--- src/rtl/hann_fft_frame_sequencer.sv ---
// Ping-pong frame controller between the Hann window stream and the FFT sample buffer.
// Optional drop counter/sticky flag enabled by defining HANN_FFT_SEQ_OVERRUN_CNT_EN.
module hann_fft_frame_sequencer #(
  parameter int DATA_W = 16,
  parameter int ADDR_W = 12
) (
  input  logic              clk,
  input  logic              reset,
  input  logic              in_valid,
  input  logic [DATA_W-1:0] in_data,
  output logic              in_ready,
  output logic [DATA_W-1:0] memwriter_data,
  output logic [ADDR_W-1:0] memwriter_addr,
  output logic              memwriter_valid,
  input  logic [ADDR_W-2:0] fft_rd_idx,
  output logic [ADDR_W-1:0] memreader_addr,
  output logic              frame_valid,
  output logic              frame_bank,
  input  logic              fft_done
`ifdef HANN_FFT_SEQ_OVERRUN_CNT_EN
  ,
  output logic [15:0]       overrun_cnt,
  output logic              overrun_sticky
`endif
);

  localparam int IDX_W = ADDR_W - 1;
  localparam logic [IDX_W-1:0] LAST_IDX = '1;
  localparam logic [IDX_W-1:0] IDX_ONE  = 1;

  typedef enum logic [1:0] {B_FREE, B_FILLING, B_FULL, B_READING} bank_st_e;
  typedef enum logic {W_WRITE, W_WAIT} wr_st_e;
  typedef enum logic {R_IDLE, R_BUSY} rd_st_e;

  bank_st_e          bank_q [2];
  bank_st_e          bank_d [2];
  wr_st_e            wr_st_q;
  rd_st_e            rd_st_q;
  logic              wr_bank_q;
  logic              rd_bank_q;
  logic [IDX_W-1:0]  wr_idx_q;
  logic              in_ready_q;
  logic              frame_valid_q;
  logic              mw_valid_q;
  logic [ADDR_W-1:0] mw_addr_q;
  logic [DATA_W-1:0] mw_data_q;

  logic wr_other;
  logic accept;
  logic last_accept;
  logic release_rd;
  logic start_rd;
  logic other_free;
  logic wait_resume;

  assign wr_other    = ~wr_bank_q;
  assign accept      = in_valid & in_ready_q;
  assign last_accept = accept && (wr_idx_q == LAST_IDX);
  assign release_rd  = (rd_st_q == R_BUSY) && fft_done;
  assign start_rd    = (rd_st_q == R_IDLE) && (bank_q[rd_bank_q] == B_FULL);
  // A bank released by the FFT in this very cycle counts as free, so the writer never bubbles.
  assign other_free  = (bank_q[wr_other] == B_FREE) || (release_rd && (rd_bank_q == wr_other));
  assign wait_resume = (wr_st_q == W_WAIT) && (bank_q[wr_other] == B_FREE);

  // Writer updates are applied last: a bank freed and re-claimed in one cycle ends up FILLING.
  always_comb begin
    bank_d = bank_q;
    if (start_rd)   bank_d[rd_bank_q] = B_READING;
    if (release_rd) bank_d[rd_bank_q] = B_FREE;
    if (last_accept) begin
      bank_d[wr_bank_q] = B_FULL;
      if (other_free) bank_d[wr_other] = B_FILLING;
    end
    if (wait_resume) bank_d[wr_other] = B_FILLING;
  end

  always_ff @(posedge clk) begin
    if (reset) begin
      bank_q[0]     <= B_FILLING;
      bank_q[1]     <= B_FREE;
      wr_st_q       <= W_WRITE;
      rd_st_q       <= R_IDLE;
      wr_bank_q     <= 1'b0;
      rd_bank_q     <= 1'b0;
      wr_idx_q      <= '0;
      in_ready_q    <= 1'b1;
      frame_valid_q <= 1'b0;
      mw_valid_q    <= 1'b0;
      mw_addr_q     <= '0;
      mw_data_q     <= '0;
    end else begin
      bank_q     <= bank_d;
      mw_valid_q <= accept;
      if (accept) begin
        mw_addr_q <= {wr_bank_q, wr_idx_q};
        mw_data_q <= in_data;
        wr_idx_q  <= wr_idx_q + IDX_ONE;
      end
      if (last_accept) begin
        if (other_free) begin
          wr_bank_q <= wr_other;
        end else begin
          wr_st_q    <= W_WAIT;
          in_ready_q <= 1'b0;
        end
      end
      if (wait_resume) begin
        wr_bank_q  <= wr_other;
        wr_st_q    <= W_WRITE;
        in_ready_q <= 1'b1;
      end

      if (rd_st_q == R_IDLE) begin
        if (start_rd) begin
          rd_st_q       <= R_BUSY;
          frame_valid_q <= 1'b1;
        end
      end else if (fft_done) begin
        rd_st_q       <= R_IDLE;
        frame_valid_q <= 1'b0;
        rd_bank_q     <= ~rd_bank_q;
      end
    end
  end

  assign in_ready        = in_ready_q;
  assign memwriter_valid = mw_valid_q;
  assign memwriter_addr  = mw_addr_q;
  assign memwriter_data  = mw_data_q;
  assign frame_valid     = frame_valid_q;
  assign frame_bank      = rd_bank_q;
  assign memreader_addr  = {rd_bank_q, fft_rd_idx};

`ifdef HANN_FFT_SEQ_OVERRUN_CNT_EN
  logic [15:0] ovr_cnt_q;
  logic        ovr_sticky_q;
  logic        drop;

  assign drop = in_valid & ~in_ready_q;

  always_ff @(posedge clk) begin
    if (reset) begin
      ovr_cnt_q    <= '0;
      ovr_sticky_q <= 1'b0;
    end else if (drop) begin
      if (ovr_cnt_q != 16'hFFFF) ovr_cnt_q <= ovr_cnt_q + 16'd1;
      ovr_sticky_q <= 1'b1;
    end
  end

  assign overrun_cnt    = ovr_cnt_q;
  assign overrun_sticky = ovr_sticky_q;
`endif

endmodule
--- config.mk ---
export PLATFORM = sky130hd
export DESIGN_NAME = hann_fft_frame_sequencer
export DESIGN_NICKNAME = d
export VERILOG_FILES = /design/src/rtl/hann_fft_frame_sequencer.sv
export SDC_FILE = /design/constraint.sdc
export NUM_CORES = 1
export LEC_CHECK = 0
export BUFFER_PORTS_ARGS = -buffer_cell sky130_fd_sc_hd__clkbuf_2
export CAP_MARGIN = 20
export CORE_MARGIN = 2
export CORE_UTILIZATION = 44
export CTS_CLUSTER_DIAMETER = 60
export DETAILED_ROUTE_END_ITERATION = 10
export PLACE_DENSITY = 0.75
export REMOVE_ABC_BUFFERS = 1
export SLEW_MARGIN = 20
export SYNTH_ARGS = -nofsm -noshare
export SYNTH_HDL_FRONTEND = slang
export SYNTH_SLANG_ARGS = --single-unit
--- constraint.sdc ---
create_clock -name clk -period 1.7 [get_ports clk]
set_input_delay 0.085 -clock clk [delete_from_list [all_inputs] [get_ports clk]]
set_output_delay 0.085 -clock clk [all_outputs]
set_load 0.05 [all_outputs]
* After elaboration in Yosys (flattened, before gate mapping) *
Index checks and enable logic that the tools add are counted.

cells by class
  bitwise operators = 19
  divide/modulo/power cells = 0
  mux-type cells = 26
  reduce and logical (&&, ||, !) cells = 18
  equality and inequality tests = 4
  multiply operators = 0
  add/subtract/negate cells = 1
  $lt $le $gt $ge = 6
  shifts and indexed selects = 0

operators with widths
  kind                     number
  $mux W4                  5
  $mux W2                  9
  $add A11 B1 Y11 const B  1
  $eq A11 B11 Y1 const B   1
  $mux W1                  9
  $logic_and A1 B1 Y1      8
  $reduce_and A2 Y1        4
  $and A2 B2 Y2            3
  $demux W2 S1             3
  $ge A2 B2 Y1 const B     3
  $lt A2 B1 Y1 const B     3
  $not A1 Y2               3
  $or A2 B2 Y2             3
  $reduce_bool A2 Y1       3
  $and A4 B4 Y4            1
  $not A1 Y1               4
  $not A2 Y2               2
  $not A4 Y4               1
  $or A4 B4 Y4             1
  $eq A2 B2 Y1 const B     1
  $logic_not A2 Y1         1
  $ne A2 B2 Y1 const B     1
  $reduce_or A2 Y1         1
  $and A1 B1 Y1            1
  2 further kinds          2

storage, ports and cells
  memory bits (read-only) = 0
  memories kept = 0
  RAM bits = 0
  output and inout bits = 44
  register bits = 50
  word-level logic and storage cells = 86
  bits in latches = 0
  input port bits = 31

* Depth between registers and ports, before layout *
  depth in word-level cells = 15
  gate-level depth with buffers = 6
  depth with buffers taken out = 6

* Worst setup path after synthesis *
No wires, ideal clock.

  kind = reg-to-reg
  start = register in_ready_q (netlist: in_ready)
  end = register bank_q[3] (netlist bit)
  cell stages (with the launch flop) = 6
  required time = 1.585 ns
  path buffers = 0
  path slack = -0.262 ns
  clock period less this slack = 1.962 ns
  arrival time = 1.848 ns
  library setup time = 0.115 ns
  path through = dfxtp_1 nand3_1 nor4_4 a21boi_4 nor2_1 o21a_1

on the way
  word-level cells in the longest chain between the ends = 5

RTL lines
  element                         RTL line  text
  start, declared                 42        logic in_ready_q;
  start signal, assigned          86        in_ready_q <= 1'b1;
  start signal, assigned          104       in_ready_q <= 1'b0;
  start signal, assigned          110       in_ready_q <= 1'b1;
  $and A1 B1 Y1 *                 57        assign accept = in_valid & in_ready_q;
  $logic_and A1 B1 Y1 *           58        assign last_accept = accept && (wr_idx_q == LAST_IDX);
  $mux W4 *                       70        if (last_accept) begin
  $and A2 B2 Y2 (no source line)  n/a
  $mux W4 *                       74        if (wait_resume) bank_d[wr_other] = B_FILLING;
  end signal, assigned            92        bank_q <= bank_d;
  end, declared                   35        bank_st_e bank_q [2];

Mark *: on every way between the ends. The rest lies on a longest branch, timed or not.
A chain may end at the register's enable or synchronous reset.

* Worst setup path in the final report *
  start = register wr_idx_q[4]
  end = register wr_idx_q[9]

on the way
  word-level cells in the longest chain between the ends = 1

RTL lines
  element                 RTL line  text
  start, declared         41        logic [IDX_W-1:0] wr_idx_q;
  start signal, assigned  97        wr_idx_q <= wr_idx_q + IDX_ONE;
  $add A11 B1 Y11         97

No other way between the ends.

==> results.py <==
metrics = {
    "outcome": {
        "status": "completed",
    },
    "route": {
        "drt_pass1_iterations": 4,
        "drt_iter0_markers": 84,
        "route.detailed.drc": 0,
        "wl_per_cell_um": 12.5,
        "antenna_left": 0,
        "vias_per_cell": 5.06,
        "wirelength_um": 4570,
        "num_vias": 1846,
    },
    "layout": {
        "final_nets": 345,
        "fin_util_pct": 58.6,
        "drive_gt1_share_pct": 26.5,
        "antennaDiodeCount": 0,
        "syn_to_final_growth_pct": 25.7,
    },
    "die": {
        "die_h_um": 72.6,
        "die_x_um": 72.6,
        "dieArea_um2": 5280,
        "num_rows": 24,
        "ioPinCount": 75,
        "initial_core_util_pct": 46.6,
        "coreArea_um2": 4440,
    },
    "sta": {
        "drv_slew": 0,
        "slew_headroom_pct": 59.9,
        "rsz0062_at_grt": "false",
        "timing.fmax_ghz": 0.636,
        "hold_viol_final": 0,
        "setup_viol": 0,
        "period_share_pct": 92.5,
        "tightest_slew_ns": 0.602,
        "fin_crit_ns": 1.57,
        "fin_skew_ns": 0.00964,
    },
    "critical_path": {
        "crit_family": "simple AND/OR/NAND/NOR gates",
        "worstPathMaxFanout": 5,
        "startpoint": "wr_idx_q[4]$_SDFFE_PP0P_",
        "cp_common_cell": "or3_1",
        "critPathLaunchType": "flop",
        "crit_arrival_ns": 1.80,
        "crit_chain": "nand3_2, or3_1, or3_1, a21oi_1",
        "cp_slowest_cell": "or3_1",
        "slowest_delay_ns": 0.46,
        "crit_type": "flop to flop",
        "crit_required_ns": 1.92,
        "reg2reg_from": "wr_idx_q[4]$_SDFFE_PP0P_",
        "critPathCaptureType": "flop",
        "critPathBufInv": 0,
    },
    "synth": {
        "syn_area_um2": 2070,
        "yosys_warnings": 0,
        "syn_inst": 252,
        "seq_area_frac_synth_pct": 48.3,
        "ys_top_cells_by_count": "66 x nand2_1, 50 x dfxtp_1, 37 x a21oi_1",
        "yosysUniqueCellTypes": 39,
        "synth_area_leaders": "dfxtp_1 48%, nand2_1 12%, a21oi_1 8.9%",
        "synth_flop_cell": "dfxtp_1",
        "yosysMostFrequentCell": "nand2_1",
        "yosysTopAreaCellShare_pct": 48.3,
        "synth_edf_count": 0,
        "async_reset_ff_share_pct": 0,
        "synth_seq_cells": 50,
        "avgSynthCellArea_um2": 8.23,
        "synth_top_area_cell": "dfxtp_1",
    },
    "clock_tree": {
        "cts_tree": "yes",
        "cts_made_buffers": 5,
        "clk_pin_slew_ns": 0.09,
        "cts_root_buffer": "clkbuf_8",
        "insertion_delay_ns": 0.30,
        "htree_levels": 2,
        "clk_path_buf_depth": 2,
        "cts.sink_count": 50,
    },
    "placement": {
        "place_hpwl_um": 3140,
        "port_buffers": 52,
        "place.gp.congestion": 0.823,
    },
    "pwr": {
        "p_per_area_nw_per_um2": 891,
        "finalPower_mw": 2.32,
        "p_leak_nw": 1.10,
        "peakVddDrop_uv": 420,
    },
    "worst_hold_path": {
        "hold_path_class": "primary input to flop",
        "min-delay-start": "in_data[10]",
    },
    "grt": {
        "grt_overflow": 0,
        "grt_max_degree": 31,
        "grt_use_total_pct": 18.7,
        "grt_pass1_wl_um": 7760,
        "grt_pass1_vias": 1779,
        "antenna_found_initial": 0,
    },
    "flow_run": {
        "drv_cap": 0,
    },
}
==> layout make-up <==
class | count | area [µm²]
sequential | 50 | 1000
fill | 400 | 1840
inverter | 5 | 18.8
clock inverter | 1 | 30.0
timing repair buffer | 79 | 493
multi-input combinational | 172 | 915
tap | 52 | 65.1
clock buffer | 6 | 82.6
==> registers in the layout, summed over array words and instances (netlist names) <==
| register | flops |
|---|---|
| bank_q | 4 |
| rd_st_q | 1 |
| memwriter_valid | 1 |
| memwriter_addr | 12 |
| in_ready | 1 |
| wr_idx_q | 11 |
| frame_valid | 1 |
| wr_st_q | 1 |
| frame_bank | 1 |
| wr_bank_q | 1 |
| memwriter_data | 16 |
==> cell usage in the layout (no fill, tap or decap), drive strengths merged, types with 2 or more instances in the layout <==
cell type | synthesis | layout
nor2 | 16 | 16
clkbuf | 11 | 58
nand3 | 4 | 4
a211oi | 2 | 2
nor3 | 4 | 4
nand2b | 2 | 2
nand2 | 66 | 66
nor4 | 2 | 2
dfxtp | 50 | 50
o21ai | 7 | 7
a21o | 2 | 2
inv | 5 | 5
a21oi | 37 | 37
or3 | 3 | 3
buf | 14 | 15
xnor2 | 4 | 4
a21boi | 2 | 2
xor2 | 6 | 6
dlygate4sd3 | 0 | 12
nand4 | 3 | 3
==> power breakdown <==
part / switching [mW] / internal, mW / leakage, nW / total (mW)
registers: 0.0136 / 1.20 / 0.407 / 1.21
logic: 0.174 / 0.0866 / 0.639 / 0.260
clock network: 0.377 / 0.471 / 0.0573 / 0.848
total: 0.564 / 1.76 / 1.10 / 2.32
==> worst paths after layout <==
| check | to | slack (ns) | depth (start not counted) |
|---|---|---|---|
| max | wr_idx_q[9]$_SDFFE_PP0P_ | 0.13 | 4 |
| min | memwriter_data[10]$_SDFFE_PP0P_ | 0.008 | 3 |
| max reg2reg | wr_idx_q[9]$_SDFFE_PP0P_ | 0.13 | 4 |
| min reg2reg | memwriter_addr[8]$_SDFFE_PP0P_ | 0.46 | 2 |
==> metrics by stage <==
stage               TNS, ns  instances  worst slack, ns  instance area [µm²]  hold slack, ns
floorplan             -3.07        227           -0.566                 1930           0.150
global placement          0        346            0.145                 2370           0.171
detailed placement        0        346           0.0828                 2370           0.171
CTS                       0        364           0.0813                 2590        0.000382
global route              0        365          0.00227                 2610          0.0131
finish                    0        365            0.128                 2610         0.00758
==> metal layers <==
metal	wire [µm]	track usage [%]	up-vias
li1	-	-	941
met4	40	7.20	0
met3	274	6.35	2
met1	2040	22.8	845
met5	0	0	-
met2	2220	30.5	58
==> timing repair <==
action,CTS,global route
setup endpoints to repair,0,3
endpoints found under the hold margin,11,1
buffers inserted,0,0
hold buffers,11,1
gates resized for setup,0,1
==> worst min-delay path, cell delays in order <==
cell and delay [ns]:
clkbuf_2 0.08, nand2_1 0.05, a21oi_1 0.05
==> logic make-up after synthesis <==
logic type	synth area share, %
XOR/XNOR	4.22
AND/OR/NAND/NOR	23.4
buffers and inverters	7.60
adder cells (fa/ha/maj)	0.603
flip-flops	48.3
AO/OA/AOI/OAI	15.9
No activity file was read; power rests on OpenSTA's default activity.
